`src/rtl/axi_rd_arbiter.sv`:
```
// Two-requester (icache i / dcache d) AXI3 read arbiter: one burst in flight, d priority,
// starvation limiter forces i. Define AXI_RD_ARB_RESP_ERR_EN for sticky rd_err / rd_err_id.
module axi_rd_arbiter #(
   parameter int unsigned STARVE_LIMIT = 4,
   parameter logic [3:0]  ID_I         = 4'd0,
   parameter logic [3:0]  ID_D         = 4'd1
) (
   input  logic        aclk,
   input  logic        aresetn,
   input  logic [31:0] i_araddr,
   input  logic [7:0]  i_arlen,
   input  logic        i_arvalid,
   output logic        i_arready,
   output logic [31:0] i_rdata,
   output logic        i_rlast,
   output logic        i_rvalid,
   input  logic        i_rready,
   input  logic [31:0] d_araddr,
   input  logic [7:0]  d_arlen,
   input  logic [2:0]  d_arsize,
   input  logic        d_arvalid,
   output logic        d_arready,
   output logic [31:0] d_rdata,
   output logic        d_rlast,
   output logic        d_rvalid,
   input  logic        d_rready,
   output logic [3:0]  arid,
   output logic [31:0] araddr,
   output logic [7:0]  arlen,
   output logic [2:0]  arsize,
   output logic [1:0]  arburst,
   output logic [1:0]  arlock,
   output logic [3:0]  arcache,
   output logic [2:0]  arprot,
   output logic        arvalid,
   input  logic        arready,
   input  logic [3:0]  rid,
   input  logic [31:0] rdata,
   input  logic [1:0]  rresp,
   input  logic        rlast,
   input  logic        rvalid,
   output logic        rready
`ifdef AXI_RD_ARB_RESP_ERR_EN
   ,
   output logic        rd_err,
   output logic [3:0]  rd_err_id
`endif
);

   typedef enum logic [1:0] {S_IDLE, S_ADDR, S_DATA} state_e;
   typedef enum logic [1:0] {G_NONE, G_I, G_D} gnt_e;

   localparam logic [3:0] LIMIT = 4'(STARVE_LIMIT);

   state_e      state_q, state_d;
   gnt_e        gnt_q, gnt_d;
   logic [3:0]  cnt_q, cnt_d;
   logic        arvalid_q, arvalid_d;
   logic [31:0] araddr_q, araddr_d;
   logic [7:0]  arlen_q, arlen_d;
   logic [2:0]  arsize_q, arsize_d;
   logic [3:0]  arid_q, arid_d;

   always_ff @(posedge aclk or negedge aresetn) begin
      if (!aresetn) begin
         state_q   <= S_IDLE;
         gnt_q     <= G_NONE;
         cnt_q     <= '0;
         arvalid_q <= 1'b0;
         araddr_q  <= '0;
         arlen_q   <= '0;
         arsize_q  <= 3'b010;
         arid_q    <= '0;
      end else begin
         state_q   <= state_d;
         gnt_q     <= gnt_d;
         cnt_q     <= cnt_d;
         arvalid_q <= arvalid_d;
         araddr_q  <= araddr_d;
         arlen_q   <= arlen_d;
         arsize_q  <= arsize_d;
         arid_q    <= arid_d;
      end
   end

   always_comb begin
      state_d   = state_q;
      gnt_d     = gnt_q;
      cnt_d     = cnt_q;
      arvalid_d = arvalid_q;
      araddr_d  = araddr_q;
      arlen_d   = arlen_q;
      arsize_d  = arsize_q;
      arid_d    = arid_q;
      unique case (state_q)
         S_IDLE: begin
            // d wins unless i has already lost LIMIT times in a row
            if (d_arvalid && (cnt_q < LIMIT || !i_arvalid)) begin
               gnt_d     = G_D;
               araddr_d  = d_araddr;
               arlen_d   = d_arlen;
               arsize_d  = d_arsize;
               arid_d    = ID_D;
               arvalid_d = 1'b1;
               state_d   = S_ADDR;
               if (!i_arvalid)          cnt_d = '0;
               else if (cnt_q >= LIMIT) cnt_d = LIMIT;
               else                     cnt_d = cnt_q + 4'd1;
            end else if (i_arvalid) begin
               gnt_d     = G_I;
               araddr_d  = i_araddr;
               arlen_d   = i_arlen;
               arsize_d  = 3'b010;
               arid_d    = ID_I;
               arvalid_d = 1'b1;
               state_d   = S_ADDR;
               cnt_d     = '0;
            end
         end
         S_ADDR: begin
            if (arready) begin
               arvalid_d = 1'b0;
               state_d   = S_DATA;
            end
         end
         S_DATA: begin
            if (rvalid && rready && rlast) begin
               gnt_d   = G_NONE;
               state_d = S_IDLE;
            end
         end
         default: state_d = S_IDLE;
      endcase
   end

   // Ownership comes from the single outstanding burst, so rid is never consulted
   always_comb begin
      rready   = 1'b0;
      i_rvalid = 1'b0;
      d_rvalid = 1'b0;
      if (state_q == S_DATA && gnt_q == G_I) begin
         rready   = i_rready;
         i_rvalid = rvalid;
      end else if (state_q == S_DATA && gnt_q == G_D) begin
         rready   = d_rready;
         d_rvalid = rvalid;
      end
   end

   assign i_arready = (gnt_q == G_I) && arvalid_q && arready;
   assign d_arready = (gnt_q == G_D) && arvalid_q && arready;
   assign i_rdata   = rdata;
   assign d_rdata   = rdata;
   assign i_rlast   = rlast;
   assign d_rlast   = rlast;
   assign arid      = arid_q;
   assign araddr    = araddr_q;
   assign arlen     = arlen_q;
   assign arsize    = arsize_q;
   assign arvalid   = arvalid_q;
   assign arburst   = 2'b01;
   assign arlock    = 2'b00;
   assign arcache   = 4'h0;
   assign arprot    = 3'h0;

`ifdef AXI_RD_ARB_RESP_ERR_EN
   logic       err_q;
   logic [3:0] err_id_q;

   // First error wins; later ones never overwrite the captured id
   always_ff @(posedge aclk or negedge aresetn) begin
      if (!aresetn) begin
         err_q    <= 1'b0;
         err_id_q <= '0;
      end else if (!err_q && rvalid && rready && rresp != 2'b00) begin
         err_q    <= 1'b1;
         err_id_q <= arid_q;
      end
   end

   assign rd_err    = err_q;
   assign rd_err_id = err_id_q;

   logic unused_rid;
   assign unused_rid = ^rid;
`else
   logic unused_rsp;
   assign unused_rsp = ^{rid, rresp};
`endif

endmodule

```
`config.mk`:
```
export PLATFORM = sky130hd
export DESIGN_NAME = axi_rd_arbiter
export DESIGN_NICKNAME = d
export VERILOG_FILES = /design/src/rtl/axi_rd_arbiter.sv
export SDC_FILE = /design/constraint.sdc
export NUM_CORES = 1
export LEC_CHECK = 0
export BUFFER_PORTS_ARGS = -buffer_cell sky130_fd_sc_hd__buf_2
export CORE_AREA = 2 2 101 103
export DETAILED_ROUTE_END_ITERATION = 8
export DIE_AREA = 0 0 103 105
export GPL_TIMING_DRIVEN = 0
export PLACE_DENSITY = 0.81
export SLEW_MARGIN = 25
export SYNTH_ARGS = -nofsm -noshare
export SYNTH_HDL_FRONTEND = slang
export SYNTH_SLANG_ARGS = --single-unit
```
`constraint.sdc`:
```
create_clock -name aclk -period 3.3 [get_ports aclk]
set_clock_uncertainty 0.15 [all_clocks]
set_input_delay 0.66 -clock aclk [delete_from_list [all_inputs] [get_ports aclk]]
set_output_delay 0.66 -clock aclk [all_outputs]
set_load 0.1 [all_outputs]
```
==> results of run 1 <==
-- cell type report --
cell class / count / area [µm²]
Fill cell: 907 / 4680
Multi-Input combinational cell: 180 / 1380
Sequential cell: 53 / 1330
Timing Repair Buffer: 206 / 1030
Buffer: 113 / 779
Tap cell: 133 / 166
Inverter: 43 / 161
Clock buffer: 7 / 86.3
Clock inverter: 1 / 30.0
-- through the flow --
stage                     hold WS (ps)  setup slack, ps  util, %  std cells
after CTS                          248              921     51.5        736
after floorplan                    214              121        -        389
final                              235              936     51.5        736
after global routing               276              848     51.5        736
after detailed placement           337              987     50.2        728
after global placement             322             1010     50.2        728
-- cell families (layout without fill, tap and decap cells) --
family	count (synthesis)	after routing
buf+inv	156	370
simple gates	110	110
compound gates	54	54
flops	53	53
other cells	2	14
fa+ha+maj	1	1
mux	1	1
-- flip-flops by register name, summed over array words and instances (netlist names) --
name / count
arvalid: 1
arid: 1
gnt_q: 2
arlen: 8
cnt_q: 4
state_q: 2
araddr: 32
arsize: 3
-- how the worst max path moves through the flow --
| stage | from | to | slack [ps] | cells after the start |
|---|---|---|---|---|
| finish | gnt_q[0] | rready | 940 | 3 |
| global route | gnt_q[0] | rready | 850 | 3 |
| global placement | i_arvalid | araddr[19] | 1010 | 6 |
| detailed placement | i_arvalid | araddr[20] | 990 | 6 |
| CTS | gnt_q[0] | rready | 920 | 3 |
| floorplan | arvalid | i_arready | 120 | 2 |
-- worst max-delay path, stage by stage (launching register included) --
cell and delay [ps]:
dfrtp_1 420, nand3b_1 210, a21oi_1 180, buf_2 440
-- placed cells by master, fill, tap and decap left out, drive strengths merged --
cell | netlist | layout
a21oi | 2 | 2
a32o | 3 | 3
nand2 | 10 | 10
inv | 43 | 43
nor2 | 6 | 6
dfstp | 1 | 1
and2 | 3 | 3
nand4 | 40 | 40
nand2b | 3 | 3
nand3b | 5 | 5
conb | 2 | 14
nand3 | 41 | 41
o2bb2ai | 2 | 2
o22a | 1 | 1
mux2i | 1 | 1
buf | 94 | 300
nor3 | 1 | 1
dfrtp | 52 | 52
o221ai | 40 | 40
o31ai | 1 | 1
ha | 1 | 1
clkbuf | 19 | 26
bufinv | 0 | 1
o21ai | 4 | 4
or2 | 1 | 1
a211oi | 1 | 1
-- layer usage --
layer / wire [µm] / track usage, %
met1: 4260 / 22.7
met2: 6030 / 37.0
met3: 819 / 4.21
met4: 120 / 5.17
met5: 0 / 0
-- power by group --
group | internal (W) | switching, W
registers | 0.000969 | 0.000176
clock network | 0.000248 | 0.000219
logic | 0.000897 | 0.00345
==> run_results.csv, run 1 <==
group,metric,value,unit
outcome,status,"completed",
yosys,yosysSeqAreaShare,36.9,%
flow_run,cap_violations,0,
floorplanning,die_area,0.0108,mm²
route,drt_first_iter_violations,112,
sta,fmax,0.423,GHz
sta,tightestPinTransition,688,ps
yosys,synth-main-ff-cell,"dfrtp_1",
clock_network,htreeDepth,2,
sta,slew_headroom,54.2,%
yosys,async_flop_share,100,%
floorplanning,num_rows,36,
yosys,ys_seq_elements,53,
clock_network,cts_root_buf,"clkbuf_8",
finish,num_antenna_cells,0,
worst_hold_path,hp-class,"in -> async",
critical_path,worstSetupStartpointType,"register",
critical_path,r2r_start,"cnt_q[2]",
yosys,synthSimpleGateAreaFrac,16.8,%
yosys,synthTopCellsByCount,"buf_4, dfrtp_1, inv_1",
critical_path,crit_path_end_kind,"primary output",
yosys,postSynthCellCount,377,
yosys,yosys_warnings,0,
critical_path,reg2reg_depth,5,
floorplanning,io_pins,260,
yosys,syn_area,0.00360,mm²
grt,grt_max_degree,54,
route,drt_first_pass_iters,4,
sta,rsz0062_at_grt,"no",
route,ant_nets,0,
grt,track_usage,20.0,%
clock_network,cts_hold_buf,0,
route,wl,11.2,mm
clock_network,cts.repair.resized,0,
finish,postLayoutCellArea,0.00496,mm²
finish,drive_gt1_share,57.7,%
finish,final_nets,733,
route,wl_per_cell,15.3,µm
floorplanning,coreArea,0.00964,mm²
yosys,yosysMostFrequentCell,"buf_4",
yosys,syn_avg_cell_area,9.54,µm²
floorplanning,die_h,105,µm
yosys,synthAdderAreaFrac,0.348,%
power,power,0.00596,W
yosys,synth_edf_count,0,
clock_network,cts.sinks,53,
grt,grt_pass1_wl,17.2,mm
clock_network,cts_tree,"yes",
route,drc,0,
place,dpl_cell_area,0.00484,mm²
yosys,synth.area.mux_share,0.278,%
critical_path,crit_required,2490,ps
sta,finalCritPeriodShare,71.6,%
clock_network,cts_buffers,5,
yosys,synth-xor-area-share,0,%
finish,syn2layout_area_growth,37.8,%
yosys,synthTopCellsByArea,"dfrtp_1, buf_4, o221ai_2",
place,gp_congestion,0.805,
place,dp.final_hpwl,8.82,mm
sta,fin_setup_tns,0,ps
yosys,synth_top_area_share,36.2,%
yosys,yosysUniqueCellTypes,30,
clock_network,cts_buffer_depth,2,
sta,setup_viol,0,
critical_path,crit_type,"reg -> out",
yosys,synth_top_family_by_area,"buffers and inverters",
critical_path,cp_max_fo,5,
critical_path,regToRegSetupSlack,1220,ps
power,leakagePower,2.56,nW
sta,maxSlewViolCount,0,
clock_network,path_clk_slew,90,ps
place,port_buffers,206,
critical_path,arrival,1550,ps
power,irDropWorstVdd,0.000593,V
yosys,synth_compound_area_share,19.3,%
clock_network,clk_latency,310,ps
floorplanning,start_util,37.3,%
grt,grt_pass1_vias,3555,
power,powerDensity,1200,mW/mm²
critical_path,regToRegEndpoint,"arlen[1]",
sta,period_needed,2360,ps
yosys,synth_top_area_cell,"dfrtp_1",
route,vias_per_cell,4.89,
sta,hold_viol_final,0,
grt,antenna_found_initial,0,
grt,grt-ovfl-total,0,
floorplanning,die-width,103,µm
route,vias,3600,
clock_network,cts_setup_buffers,0,
No activity file was read; power rests on OpenSTA's default activity.
==> run 2: changes to the inputs <==
Settings changed: CORE_AREA 2 2 101 103 to 2 2 102 104, DIE_AREA 0 0 103 105 to 0 0 104 106, PLACE_DENSITY 0.81 to 0.8.
Clock period 3.3 ns to 2.43 ns, I/O delays scaled along.
==> run 2 against run 1 <==
  * Non-clock buffer count stayed put
  * Die area grew 1.9%
  * Combinational power is 36% higher
  * First-iteration DRC count is 38% higher
  * Total power up 34%
  * Utilization fell by 2.0 points
  * Cell count increased by 0.41%
  * Register-to-register slack lost 790 ps
  * Sequential cell count unchanged
  * Critical path type unchanged
  * Critical endpoint unchanged
  * Largest power group unchanged
==> run_results.csv, run 2 (synthesis results as in run 1) <==
group,metric,value,unit
critical_path,cp_top_family,"buffers and inverters",
place,pre_cts_ws,304,ps
route,wl,11.2,mm
finish,layout_commonest_cell,"buf_2",
clock_network,clk_latency,310,ps
power,power,0.00797,W
clock_network,cts.sinks,53,
critical_path,worstSetupStartpointType,"register",
flow_run,cap_violations,0,
sta,slew_headroom,55.1,%
power,leakagePower,2.54,nW
power,switching_share,65.6,%
sta,fmax,0.460,GHz
clock_network,cts_hold_buf,0,
grt,grt-ovfl-total,0,
power,seqPwrFrac,19.7,%
critical_path,crit_path_end_kind,"primary output",
worst_hold_path,hp-class,"in -> async",
floorplanning,start_util,36.0,%
route,drt_first_iter_violations,154,
sta,setup_viol,0,
sta,hold_viol_final,0,
clock_network,cts_setup_buffers,0,
clock_network,cts_buffers,5,
critical_path,path_buf_inv,1,
place,port_buffers,206,
finish,drive_gt1_share,58.5,%
power,intPower,0.00274,W
floorplanning,die_area,0.0110,mm²
sta,fin_ws,257,ps
grt,antenna_found_initial,0,
place,dp.final_hpwl,8.84,mm
critical_path,arrival,1540,ps
clock_network,htreeDepth,2,
route,ant_nets,0,
clock_network,cts.repair.resized,0,
critical_path,path_cells,"nand3b_1 > a21oi_2 > buf_2",
power,powerDensity,1610,mW/mm²
floorplanning,die_h,106,µm
sta,hold_slack,66.5,ps
sta,period_needed,2170,ps
critical_path,crit_type,"reg -> out",
floorplanning,io_pins,260,
grt,grt_max_degree,54,
power,clkPwrFrac,6.3,%
route,vias,3567,
critical_path,cp_max_fo,5,
finish,num_antenna_cells,0,
outcome,status,"completed",
grt,track_usage,19.7,%
power,irDropWorstVdd,0.000846,V
clock_network,path_clk_slew,100,ps
finish,syn2layout_area_growth,37.5,%
finish,final_cell_mix,"buf_2, buf_4, dfrtp_1",
clock_network,cts_tree,"yes",
sta,tightestPinTransition,673,ps
clock_network,cts_root_buf,"clkbuf_8",
sta,finalCritPeriodShare,89.4,%
floorplanning,coreArea,0.0100,mm²
critical_path,slowest_stage,"buf_2",
route,drt_first_pass_iters,4,
route,drc,0,
finish,final_nets,733,
sta,rsz0062_at_grt,"no",
critical_path,max_stage_delay,430,ps
route,wl_per_cell,15.2,µm
floorplanning,die-width,104,µm
critical_path,regToRegSetupSlack,430,ps
route,vias_per_cell,4.83,
clock_network,cts_buffer_depth,2,
grt,grt_pass1_vias,3449,
power,p_sw,0.00523,W
grt,grt_pass1_wl,17.5,mm
sta,maxSlewViolCount,0,
floorplanning,num_rows,37,
critical_path,crit_required,1790,ps
power,power_frac_comb,74.0,%
finish,largest_reg_flops,32,
place,gp_congestion,0.836,
## run 2: final timing paths
path,start,to,cells past startpoint
min in group aclk,d_arsize[1],arsize[1],2
worst min-delay path,aresetn,cnt_q[2],1
worst max-delay path,gnt_q[0],rready,3
max in group asynchronous,aresetn,araddr[29],1
worst max register to register,cnt_q[2],arlen[1],5
worst min register to register,cnt_q[1],cnt_q[1],1
## run 2: power groups by stage
stage	logic [W]	clock network [W]	registers [W]
finish	0.00590	0.000505	0.00157
global route	0.00616	0.000563	0.00162
CTS	0.00594	0.000528	0.00157
global placement	0.00586	0	0.00156
floorplan	0.00227	0	0.00427
detailed placement	0.00593	0	0.00159
## run 2: layer usage
| metal | share of wire (%) | track usage, % | vias up |
|---|---|---|---|
| li1 | - | - | 1688 |
| met1 | 39 | 23.7 | 1709 |
| met4 | 0.84 | 4.34 | 0 |
| met5 | 0 | 0 | - |
| met3 | 6.7 | 3.37 | 7 |
| met2 | 53 | 36.7 | 163 |
## run 2: layout make-up
type / count / area [µm²]
Multi-Input combinational cell: 180 / 1390
Tap cell: 136 / 170
Timing Repair Buffer: 206 / 1030
Fill cell: 950 / 5050
Sequential cell: 53 / 1330
Clock inverter: 2 / 15.0
Inverter: 43 / 161
Buffer: 113 / 779
Clock buffer: 6 / 72.6
## run 2: stage by stage
stage / cell area, µm² / setup TNS (ps) / std cells / util, %
finish: 4950 / 0 / 739 / 49.5
global route: 4950 / 0 / 739 / 49.5
CTS: 4950 / 0 / 739 / 49.5
detailed placement: 4860 / 0 / 731 / 48.6
global placement: 4860 / 0 / 731 / 48.6
floorplan: 3660 / -357 / 389 / -
==> run 3: changes to the inputs <==
Settings changed: CTS_BUF_LIST from default to sky130_fd_sc_hd__clkbuf_8.
==> run 3 against run 2 <==
  * Sequential power about the same
  * Register-to-register slack about the same
  * Largest cell class unchanged
  * Routed wire length about the same
==> run_results.csv, run 3 (synthesis results as in run 1) <==
group,metric,value,unit
critical_path,crit_type,"reg -> out",
grt,met1_usage,23.7,%
sta,setup_viol,0,
sta,tightestPinTransition,670,ps
critical_path,path_buf_inv,1,
route,drc,0,
flow_run,cap_violations,0,
grt,grt_pass1_wl,17.5,mm
critical_path,max_stage_delay,430,ps
clock_network,cts_root_buf,"clkbuf_8",
grt,grt_max_degree,54,
finish,filler_cell_count,950,
finish,final_nets,733,
grt,grt_pass1_vias,3449,
clock_network,htreeDepth,2,
critical_path,path_cells,"nand3b_1 > a21oi_2 > buf_2",
sta,fin_setup_tns,0,ps
sta,period_needed,2170,ps
clock_network,cts_hold_buf,0,
floorplanning,die_area,0.0110,mm²
outcome,status,"completed",
critical_path,reg2reg_depth,5,
power,irDropWorstVdd,0.000846,V
critical_path,regToRegEndpoint,"arlen[1]",
power,leakagePower,2.54,nW
grt,use_met2,36.7,%
floorplanning,die-width,104,µm
critical_path,regToRegSetupSlack,430,ps
route,wl,11.2,mm
sta,hold_slack,65.9,ps
sta,hold_viol_final,0,
clock_network,path_clk_slew,100,ps
clock_network,cts_tree,"yes",
worst_hold_path,hp-class,"in -> async",
route,ant_nets,0,
finish,layout_commonest_cell,"buf_2",
clock_network,cts_buffers,5,
finish,syn2layout_area_growth,37.5,%
finish,num_antenna_cells,0,
route,drt_first_pass_iters,4,
sta,fmax,0.460,GHz
clock_network,cts.repair.resized,0,
place,gp_congestion,0.836,
power,p_sw,0.00523,W
critical_path,crit_required,1790,ps
sta,slew_headroom,55.3,%
power,clkPwrFrac,6.3,%
floorplanning,die_h,106,µm
grt,antenna_found_initial,0,
floorplanning,num_rows,37,
critical_path,slowest_stage,"buf_2",
critical_path,worstSetupStartpointType,"register",
sta,maxSlewViolCount,0,
route,vias_per_cell,4.82,
clock_network,cts_buffer_depth,2,
sta,fin_ws,257,ps
critical_path,arrival,1540,ps
power,powerDensity,1610,mW/mm²
floorplanning,start_util,36.0,%
grt,grt_use_met3,3.37,%
clock_network,clk_latency,300,ps
power,power_frac_comb,74.0,%
grt,track_usage,19.7,%
power,switching_share,65.6,%
grt,grt-ovfl-total,0,
clock_network,cts.sinks,53,
route,vias,3562,
critical_path,cp_max_fo,5,
finish,largest_reg_flops,32,
place,dp.final_hpwl,8.84,mm
power,seqPwrFrac,19.7,%
sta,rsz0062_at_grt,"no",
critical_path,cp_top_family,"buffers and inverters",
clock_network,cts_setup_buffers,0,
critical_path,r2r_start,"cnt_q[2]",
floorplanning,coreArea,0.0100,mm²
sta,finalCritPeriodShare,89.4,%
place,port_buffers,206,
finish,final_cell_mix,"buf_2, buf_4, dfrtp_1",
route,drt_first_iter_violations,153,
place,pre_cts_ws,304,ps
power,intPower,0.00274,W
critical_path,crit_path_end_kind,"primary output",
floorplanning,io_pins,260,
route,wl_per_cell,15.2,µm
finish,drive_gt1_share,58.5,%
grt,top_usage_layer,"met2",
## run 3: cell count changes in the layout (fill, tap and decap cells not counted)
| cell | before | now |
|---|---|---|
| clkbuf_1 | 20 | 19 |
| inv_1 | 43 | 44 |
## run 3: per-stage QoR
| step | std cells | total power (W) | utilization (%) | instance area [µm²] |
|---|---|---|---|---|
| after detailed placement | 731 | 0.00752 | 48.6 | 4860 |
| after global placement | 731 | 0.00742 | 48.6 | 4860 |
| final | 739 | 0.00797 | 49.5 | 4950 |
| after global routing | 739 | 0.00834 | 49.5 | 4950 |
| after floorplan | 389 | 0.00654 | - | 3660 |
| after CTS | 739 | 0.00803 | 49.5 | 4950 |
## run 3: metal layers
metal | routed length (µm) | up-vias
li1 | - | 1688
met1 | 4370 | 1703
met2 | 5980 | 162
met3 | 743 | 9
met4 | 104 | 0
met5 | 0 | -
## run 3: worst register-to-register path: cells and delay by family (launching register included)
family	cells	cell delay, ps
compound gates	2	600
buf+inv	2	520
flops	1	410
simple gates	1	190
## run 3: how the worst max path moves through the flow
stage / start / to / slack (ps) / depth (start not counted)
6_report: gnt_q[0] / rready / 260 / 3
5_1_grt: state_q[0] / d_rvalid / 150 / 3
4_1_cts: gnt_q[0] / rready / 250 / 3
3_5_place_dp: i_arvalid / araddr[28] / 300 / 6
3_3_place_gp: i_arvalid / araddr[23] / 350 / 6
2_1_floorplan: arvalid / i_arready / -190 / 2
## run 3: power groups by stage
stage	Clock, W	Combinational (W)	Sequential, W
finish	0.000501	0.00590	0.00157
global placement	0	0.00586	0.00156
detailed placement	0	0.00593	0.00159
CTS	0.000525	0.00594	0.00157
floorplan	0	0.00227	0.00427
global route	0.000559	0.00616	0.00162
## run 3: cell type report
cell class,count,area (µm²),area share [%]
clock buffers,5,68.8,1.39
flip-flops and latches,53,1330,26.8
repair buffers,206,1030,20.9
inverters,43,161,3.26
multi-input cells,180,1390,28.1
plain buffers,113,779,15.8
clock inverters,3,18.8,0.379
well taps,136,170,3.44
